`src/rtl/jogador_pkg.sv`:
```
// Shared definitions for the automatic player.
// Holds the state encoding, which doubles as the db_estado debug code.
// Also holds the default timing/capacity values and two small helpers.
package jogador_pkg;

    typedef enum logic [3:0] {
        IDLE      = 4'h0,
        INICIA    = 4'h1,
        OUVE      = 4'h2,
        PRESSIONA = 4'h3,
        SOLTA     = 4'h4,
        FIM       = 4'hF
    } estado_t;

    localparam int JOGAR_CYCLES_DEF = 5;
    localparam int HOLD_CYCLES_DEF  = 10;
    localparam int GAP_CYCLES_DEF   = 10;
    localparam int QUIET_CYCLES_DEF = 100;
    localparam int MAX_SEQ_DEF      = 16;

    function automatic int max_int(input int a, input int b);
        return (a > b) ? a : b;
    endfunction

    // A legal LED pattern has exactly one lamp lit.
    function automatic logic one_hot4(input logic [3:0] v);
        return (v != 4'd0) && ((v & (v - 4'd1)) == 4'd0);
    endfunction

endpackage

```
`src/rtl/memoria_jogadas.sv`:
```
// Sequence memory for the automatic player: DEPTH x 4 bits.
// Ports: clock, we/waddr/wdata (synchronous write), raddr/rdata (combinational read).
// Contents are not reset; the controller never reads past the stored count.
module memoria_jogadas #(
    parameter int DEPTH = 16,
    parameter int AW    = 4
) (
    input  logic          clock,
    input  logic          we,
    input  logic [AW-1:0] waddr,
    input  logic [3:0]    wdata,
    input  logic [AW-1:0] raddr,
    output logic [3:0]    rdata
);

    logic [3:0] mem [DEPTH];

    always_ff @(posedge clock) begin
        if (we) mem[waddr] <= wdata;
    end

    assign rdata = mem[raddr];

endmodule

```
`src/rtl/jogador_automatico.sv`:
```
// Automatic player for a memory (Genius-style) game.
// It starts a game, listens to the LED round and stores each new lamp.
// After a quiet period it replays the stored presses on the buttons, then listens again.
// Ports: clock, reset (async, active low), habilitar, leds[3:0], pronto ->
//        jogar, botoes[3:0], ocupado, erro_sequencia, db_estado[3:0].
module jogador_automatico
    import jogador_pkg::*;
#(
    parameter int JOGAR_CYCLES = JOGAR_CYCLES_DEF,
    parameter int HOLD_CYCLES  = HOLD_CYCLES_DEF,
    parameter int GAP_CYCLES   = GAP_CYCLES_DEF,
    parameter int QUIET_CYCLES = QUIET_CYCLES_DEF,
    parameter int MAX_SEQ      = MAX_SEQ_DEF
) (
    input  logic       clock,
    input  logic       reset,
    input  logic       habilitar,
    input  logic [3:0] leds,
    input  logic       pronto,
    output logic       jogar,
    output logic [3:0] botoes,
    output logic       ocupado,
    output logic       erro_sequencia,
    output logic [3:0] db_estado
);

    localparam int DUR_MAX = max_int(JOGAR_CYCLES, max_int(HOLD_CYCLES, GAP_CYCLES));
    localparam int DW      = $clog2(DUR_MAX + 1);
    localparam int QW      = $clog2(QUIET_CYCLES + 1);
    localparam int NW      = $clog2(MAX_SEQ + 1);
    localparam int AW      = (MAX_SEQ > 1) ? $clog2(MAX_SEQ) : 1;

    localparam logic [DW-1:0] JOGAR_LAST = DW'(JOGAR_CYCLES - 1);
    localparam logic [DW-1:0] HOLD_LAST  = DW'(HOLD_CYCLES - 1);
    localparam logic [DW-1:0] GAP_LAST   = DW'(GAP_CYCLES - 1);
    localparam logic [QW-1:0] QUIET_T    = QW'(QUIET_CYCLES);
    localparam logic [NW-1:0] MAX_N      = NW'(MAX_SEQ);

    estado_t       st, nxt;
    logic [DW-1:0] dur_q, dur_d;
    logic [QW-1:0] quiet_q, quiet_d;
    logic [NW-1:0] n_q, n_d;
    logic [NW-1:0] idx_q, idx_d;
    logic          err_q, err_d;
    logic [3:0]    leds_r, leds_rr;
    logic          jogar_q;
    logic [3:0]    botoes_q;
    logic          we;
    logic [3:0]    rd_data;
    logic          rise;
    logic          busy;

    // A new entry is the registered LED value leaving zero.
    assign rise = (leds_r != 4'd0) && (leds_rr == 4'd0);
    assign busy = (st == INICIA) || (st == OUVE) || (st == PRESSIONA) || (st == SOLTA);

    // Read at the next index so botoes can be registered in step with the state.
    memoria_jogadas #(.DEPTH(MAX_SEQ), .AW(AW)) u_mem (
        .clock (clock),
        .we    (we),
        .waddr (n_q[AW-1:0]),
        .wdata (leds_r),
        .raddr (idx_d[AW-1:0]),
        .rdata (rd_data)
    );

    always_comb begin
        nxt     = st;
        dur_d   = dur_q;
        quiet_d = quiet_q;
        n_d     = n_q;
        idx_d   = idx_q;
        err_d   = err_q;
        we      = 1'b0;

        case (st)
            IDLE: if (habilitar) begin
                nxt   = INICIA;
                err_d = 1'b0;
                dur_d = '0;
            end
            INICIA: if (dur_q == JOGAR_LAST) begin
                nxt     = OUVE;
                dur_d   = '0;
                n_d     = '0;
                quiet_d = '0;
            end else begin
                dur_d = dur_q + 1'b1;
            end
            OUVE: begin
                if (rise) begin
                    quiet_d = '0;
                    if (n_q == MAX_N || !one_hot4(leds_r)) begin
                        err_d = 1'b1;
                        nxt   = FIM;
                    end else begin
                        we  = 1'b1;
                        n_d = n_q + 1'b1;
                    end
                end else if (leds_r != 4'd0) begin
                    quiet_d = '0;
                end else if (n_q != '0) begin
                    // Counting stops at the terminal value because the state leaves.
                    if (quiet_q == QUIET_T) begin
                        nxt   = PRESSIONA;
                        idx_d = '0;
                        dur_d = '0;
                    end else begin
                        quiet_d = quiet_q + 1'b1;
                    end
                end
            end
            PRESSIONA: if (dur_q == HOLD_LAST) begin
                nxt   = SOLTA;
                dur_d = '0;
            end else begin
                dur_d = dur_q + 1'b1;
            end
            SOLTA: if (dur_q == GAP_LAST) begin
                dur_d = '0;
                if (idx_q + 1'b1 == n_q) begin
                    nxt     = OUVE;
                    n_d     = '0;
                    quiet_d = '0;
                    idx_d   = '0;
                end else begin
                    nxt   = PRESSIONA;
                    idx_d = idx_q + 1'b1;
                end
            end else begin
                dur_d = dur_q + 1'b1;
            end
            FIM: if (!habilitar) nxt = IDLE;
            default: nxt = IDLE;
        endcase

        // Stand-down beats game-over; both abandon whatever the state wanted to do.
        if (busy && (!habilitar || pronto)) begin
            nxt     = habilitar ? FIM : IDLE;
            dur_d   = '0;
            quiet_d = quiet_q;
            n_d     = n_q;
            idx_d   = idx_q;
            err_d   = err_q;
            we      = 1'b0;
        end
    end

    always_ff @(posedge clock or negedge reset) begin
        if (!reset) begin
            st       <= IDLE;
            dur_q    <= '0;
            quiet_q  <= '0;
            n_q      <= '0;
            idx_q    <= '0;
            err_q    <= 1'b0;
            leds_r   <= '0;
            leds_rr  <= '0;
            jogar_q  <= 1'b0;
            botoes_q <= '0;
        end else begin
            st       <= nxt;
            dur_q    <= dur_d;
            quiet_q  <= quiet_d;
            n_q      <= n_d;
            idx_q    <= idx_d;
            err_q    <= err_d;
            leds_r   <= leds;
            leds_rr  <= leds_r;
            jogar_q  <= (nxt == INICIA);
            botoes_q <= (nxt == PRESSIONA) ? rd_data : 4'd0;
        end
    end

    assign jogar          = jogar_q;
    assign botoes         = botoes_q;
    assign ocupado        = busy;
    assign erro_sequencia = err_q;
    assign db_estado      = st;

endmodule

```
`config.mk`:
```
export PLATFORM = sky130hd
export DESIGN_NAME = jogador_automatico
export DESIGN_NICKNAME = d
export VERILOG_FILES = /design/src/rtl/jogador_pkg.sv /design/src/rtl/memoria_jogadas.sv /design/src/rtl/jogador_automatico.sv
export SDC_FILE = /design/constraint.sdc
export NUM_CORES = 1
export LEC_CHECK = 0
export BUFFER_PORTS_ARGS = -buffer_cell sky130_fd_sc_hd__buf_4
export CAP_MARGIN = 20
export CELL_PAD_IN_SITES_DETAIL_PLACEMENT = 0
export CELL_PAD_IN_SITES_GLOBAL_PLACEMENT = 1
export CORE_MARGIN = 2
export CORE_UTILIZATION = 35
export DETAILED_ROUTE_END_ITERATION = 6
export PLACE_DENSITY_LB_ADDON = 0.1
export SLEW_MARGIN = 5
export SYNTH_ARGS = -nofsm -noshare
export SYNTH_HDL_FRONTEND = slang
export SYNTH_SLANG_ARGS = --single-unit
```
`constraint.sdc`:
```
create_clock -name clock -period 6.9 [get_ports clock]
set_input_delay 1.035 -clock clock [delete_from_list [all_inputs] [get_ports clock]]
set_output_delay 1.035 -clock clock [all_outputs]
set_load 0.03 [all_outputs]
```
==> results.cfg <==
[die]
row_count = 44
die_x_um = 125
io_pins = 19
start_util = 0.355
dieArea_um2 = 15600
fp.dieH_um = 125
core_area_um2 = 14400

[finish]
multi_input_area_um2 = 2050
drive_above_1_share = 0.129
post-route-util = 0.395
antenna-diode-count = 0
stdcell_area_um2 = 5690
layout_common_cells = edfxtp_1 (64), dfrtp_1 (39), nor2_1 (35)
layout_commonest_cell = edfxtp_1
regArea_um2 = 2900
nFillCells = 1410
fin_nets = 456
area_growth_pct = 11.0

[timing]
rsz0062_at_grt = no
slew_violations = 0
worst_slew_pin_slew_ns = 0.950
fin_crit_ns = 4.00
period_share = 0.580
slew_headroom = 0.366
finalHoldViolCount = 0
fin_skew_ns = 0.00841
tns_ns = 0
max_freq_ghz = 0.250
setup_viol = 0

[worst_setup_path]
worst_setup_path_startpoint = leds_r[2]$_DFF_PN0_
worstPathMaxFanout = 21
path_cells = xor2_1, o21ai_0, a221oi_1, nor3b_1, nand2_1, nor3_1
worstRegToRegCells = 6
arrival_ns = 3.99
crit_end = u_mem.mem[3][2]$_DFFE_PP_
reg2reg_to = u_mem.mem[3][2]$_DFFE_PP_
r2r_slack_ns = 2.90
crit_path_start_kind = flip-flop
slowest_stage = nor3b_1
slowest_delay_ns = 0.85
r2r-start = leds_r[2]$_DFF_PN0_
crit_type = flip-flop to flip-flop
required_ns = 6.89
endpoint_kind = flip-flop

[logic_synthesis]
syn_area_um2 = 5130
synth.area.top_cells = edfxtp_1 (37%), dfrtp_1 (19%), mux2i_1 (6.1%)
synthCells = 425
synth_top_area_frac = 0.375
avgSynthCellArea_um2 = 12.1
syn-num-nets = 443
ys_ff_latch = 103
yosys_most_used_dff = edfxtp_1
synthArstFlopShare = 0.379
synth.distinct_cells = 79
synth_edf_count = 64
yosysWarnings = 0
yosysSeqAreaShare = 0.565
yosysTopAreaCell = edfxtp_1

[clock_tree]
cts_sinks = 103
clock_path_buffers = 2
clk_pin_slew_ns = 0.08
ctsHoldBuffers = 0
ctsResizeCount = 0
cts_root_buf = clkbuf_16
cts_tree = yes
clk-insertion-delay-late_ns = 0.36
cts_setup_buffers = 0
htree_levels = 3
cts-buffers-inserted = 9

[placement]
place.port_buffers = 18
dp_hpwl_um = 8740
dpl_cell_area_um2 = 5400
routabilityCongestion = 0.778

[power]
leakagePower_nw = 2.21
cellPowerDensity_nw_per_um2 = 280
peakVddDrop_uv = 133

[drt]
viasPerCell = 5.31
drt_first_pass_iters = 4
drtIter0Drc = 164
drtAntennaViolNets = 0
vias = 3332
wl_per_cell_um = 19.9
drc = 0
drt-total-wl_um = 12500

[run]
max_cap_violations = 0

[global_route]
grt_pass1_vias = 3318
grt.overflow.total = 0
antenna_found_initial = 0
grt_usage = 0.169
grt_pass1_wl_um = 20000
grt_max_degree = 40

[worst_hold_path]
hp-class = flip-flop to flip-flop

[status]
outcome = completed
-- worst max-delay path: cells and delay by family, from the launching register on --
kind / cells / cell delay, ns
and+or+nand+nor: 3 / 1.81
AOI/OAI and AO/OA: 2 / 0.86
DFF: 1 / 0.78
xor gates and xnor gates: 1 / 0.18
-- cell type report --
cell class	instances	area share
tap	184	0.0404
clock buffer	10	0.0402
sequential	103	0.509
multi-input combinational	286	0.361
clock inverter	6	0.0108
inverter	19	0.0134
timing repair buffer	19	0.0251
-- sequential cells by signal, summed over array words and instances (netlist names) --
signal          cells
n_q                 5
db_estado           4
leds_r              4
jogar               1
dur_q               4
u_mem.mem          64
erro_sequencia      1
botoes              4
leds_rr             4
quiet_q             7
idx_q               5
-- cells in the mapped netlist (7+ instances only) --
| library cell | n |
|---|---|
| dfrtp_1 | 39 |
| nor2_1 | 35 |
| o211ai_1 | 8 |
| xnor2_1 | 7 |
| o21ai_0 | 20 |
| nand3_1 | 10 |
| a21oi_1 | 7 |
| mux2i_1 | 31 |
| nand2_1 | 25 |
| edfxtp_1 | 64 |
| a211oi_1 | 7 |
| inv_1 | 16 |
| ha_1 | 10 |
| nor3_1 | 15 |
-- power breakdown --
part / switching (mW) / internal (mW) / leakage (nW)
Clock: 0.249 / 0.254 / 0.140
Sequential: 0.0718 / 0.692 / 1.09
Combinational: 0.199 / 0.129 / 0.977
-- logic make-up after synthesis --
group / after synthesis / share of synthesized area
buffers and inverters: 36 / 0.0342
muxes: 34 / 0.0671
adders and majority gates: 12 / 0.0283
DFF: 103 / 0.565
xor gates and xnor gates: 13 / 0.0276
AOI/OAI and AO/OA: 87 / 0.125
and+or+nand+nor: 140 / 0.153
-- stage by stage --
stage | power, mW | hold WS [ns] | setup slack (ns) | instances
finish | 1.59 | 0.505 | 2.90 | 627
global route | 1.69 | 0.533 | 2.53 | 627
CTS | 1.62 | 0.507 | 2.77 | 627
detailed placement | 1.11 | 0.492 | 2.83 | 611
global placement | 1.11 | 0.496 | 2.82 | 611
floorplan | 0.999 | 0.460 | 3.85 | 425
-- layer usage --
metal | wire length (µm) | vias to the layer above | global-route usage
met3 | 432 | 2 | 0.0385
met5 | 0 | - | 0
met2 | 5550 | 51 | 0.246
met1 | 6440 | 1651 | 0.258
met4 | 48 | 0 | 0.0373
li1 | - | 1628 | -
-- worst min path at each step --
stage,startpoint,end,slack [ns],cells past startpoint
after floorplan,quiet_q[4]$_DFFE_PN0P_,quiet_q[4]$_DFFE_PN0P_,0.46,1
after global placement,quiet_q[4]$_DFFE_PN0P_,quiet_q[4]$_DFFE_PN0P_,0.50,1
after detailed placement,quiet_q[4]$_DFFE_PN0P_,quiet_q[4]$_DFFE_PN0P_,0.49,1
after CTS,quiet_q[4]$_DFFE_PN0P_,quiet_q[4]$_DFFE_PN0P_,0.51,1
after global routing,quiet_q[4]$_DFFE_PN0P_,quiet_q[4]$_DFFE_PN0P_,0.53,1
final,quiet_q[4]$_DFFE_PN0P_,quiet_q[4]$_DFFE_PN0P_,0.50,1
No activity file was read; power rests on OpenSTA's default activity.
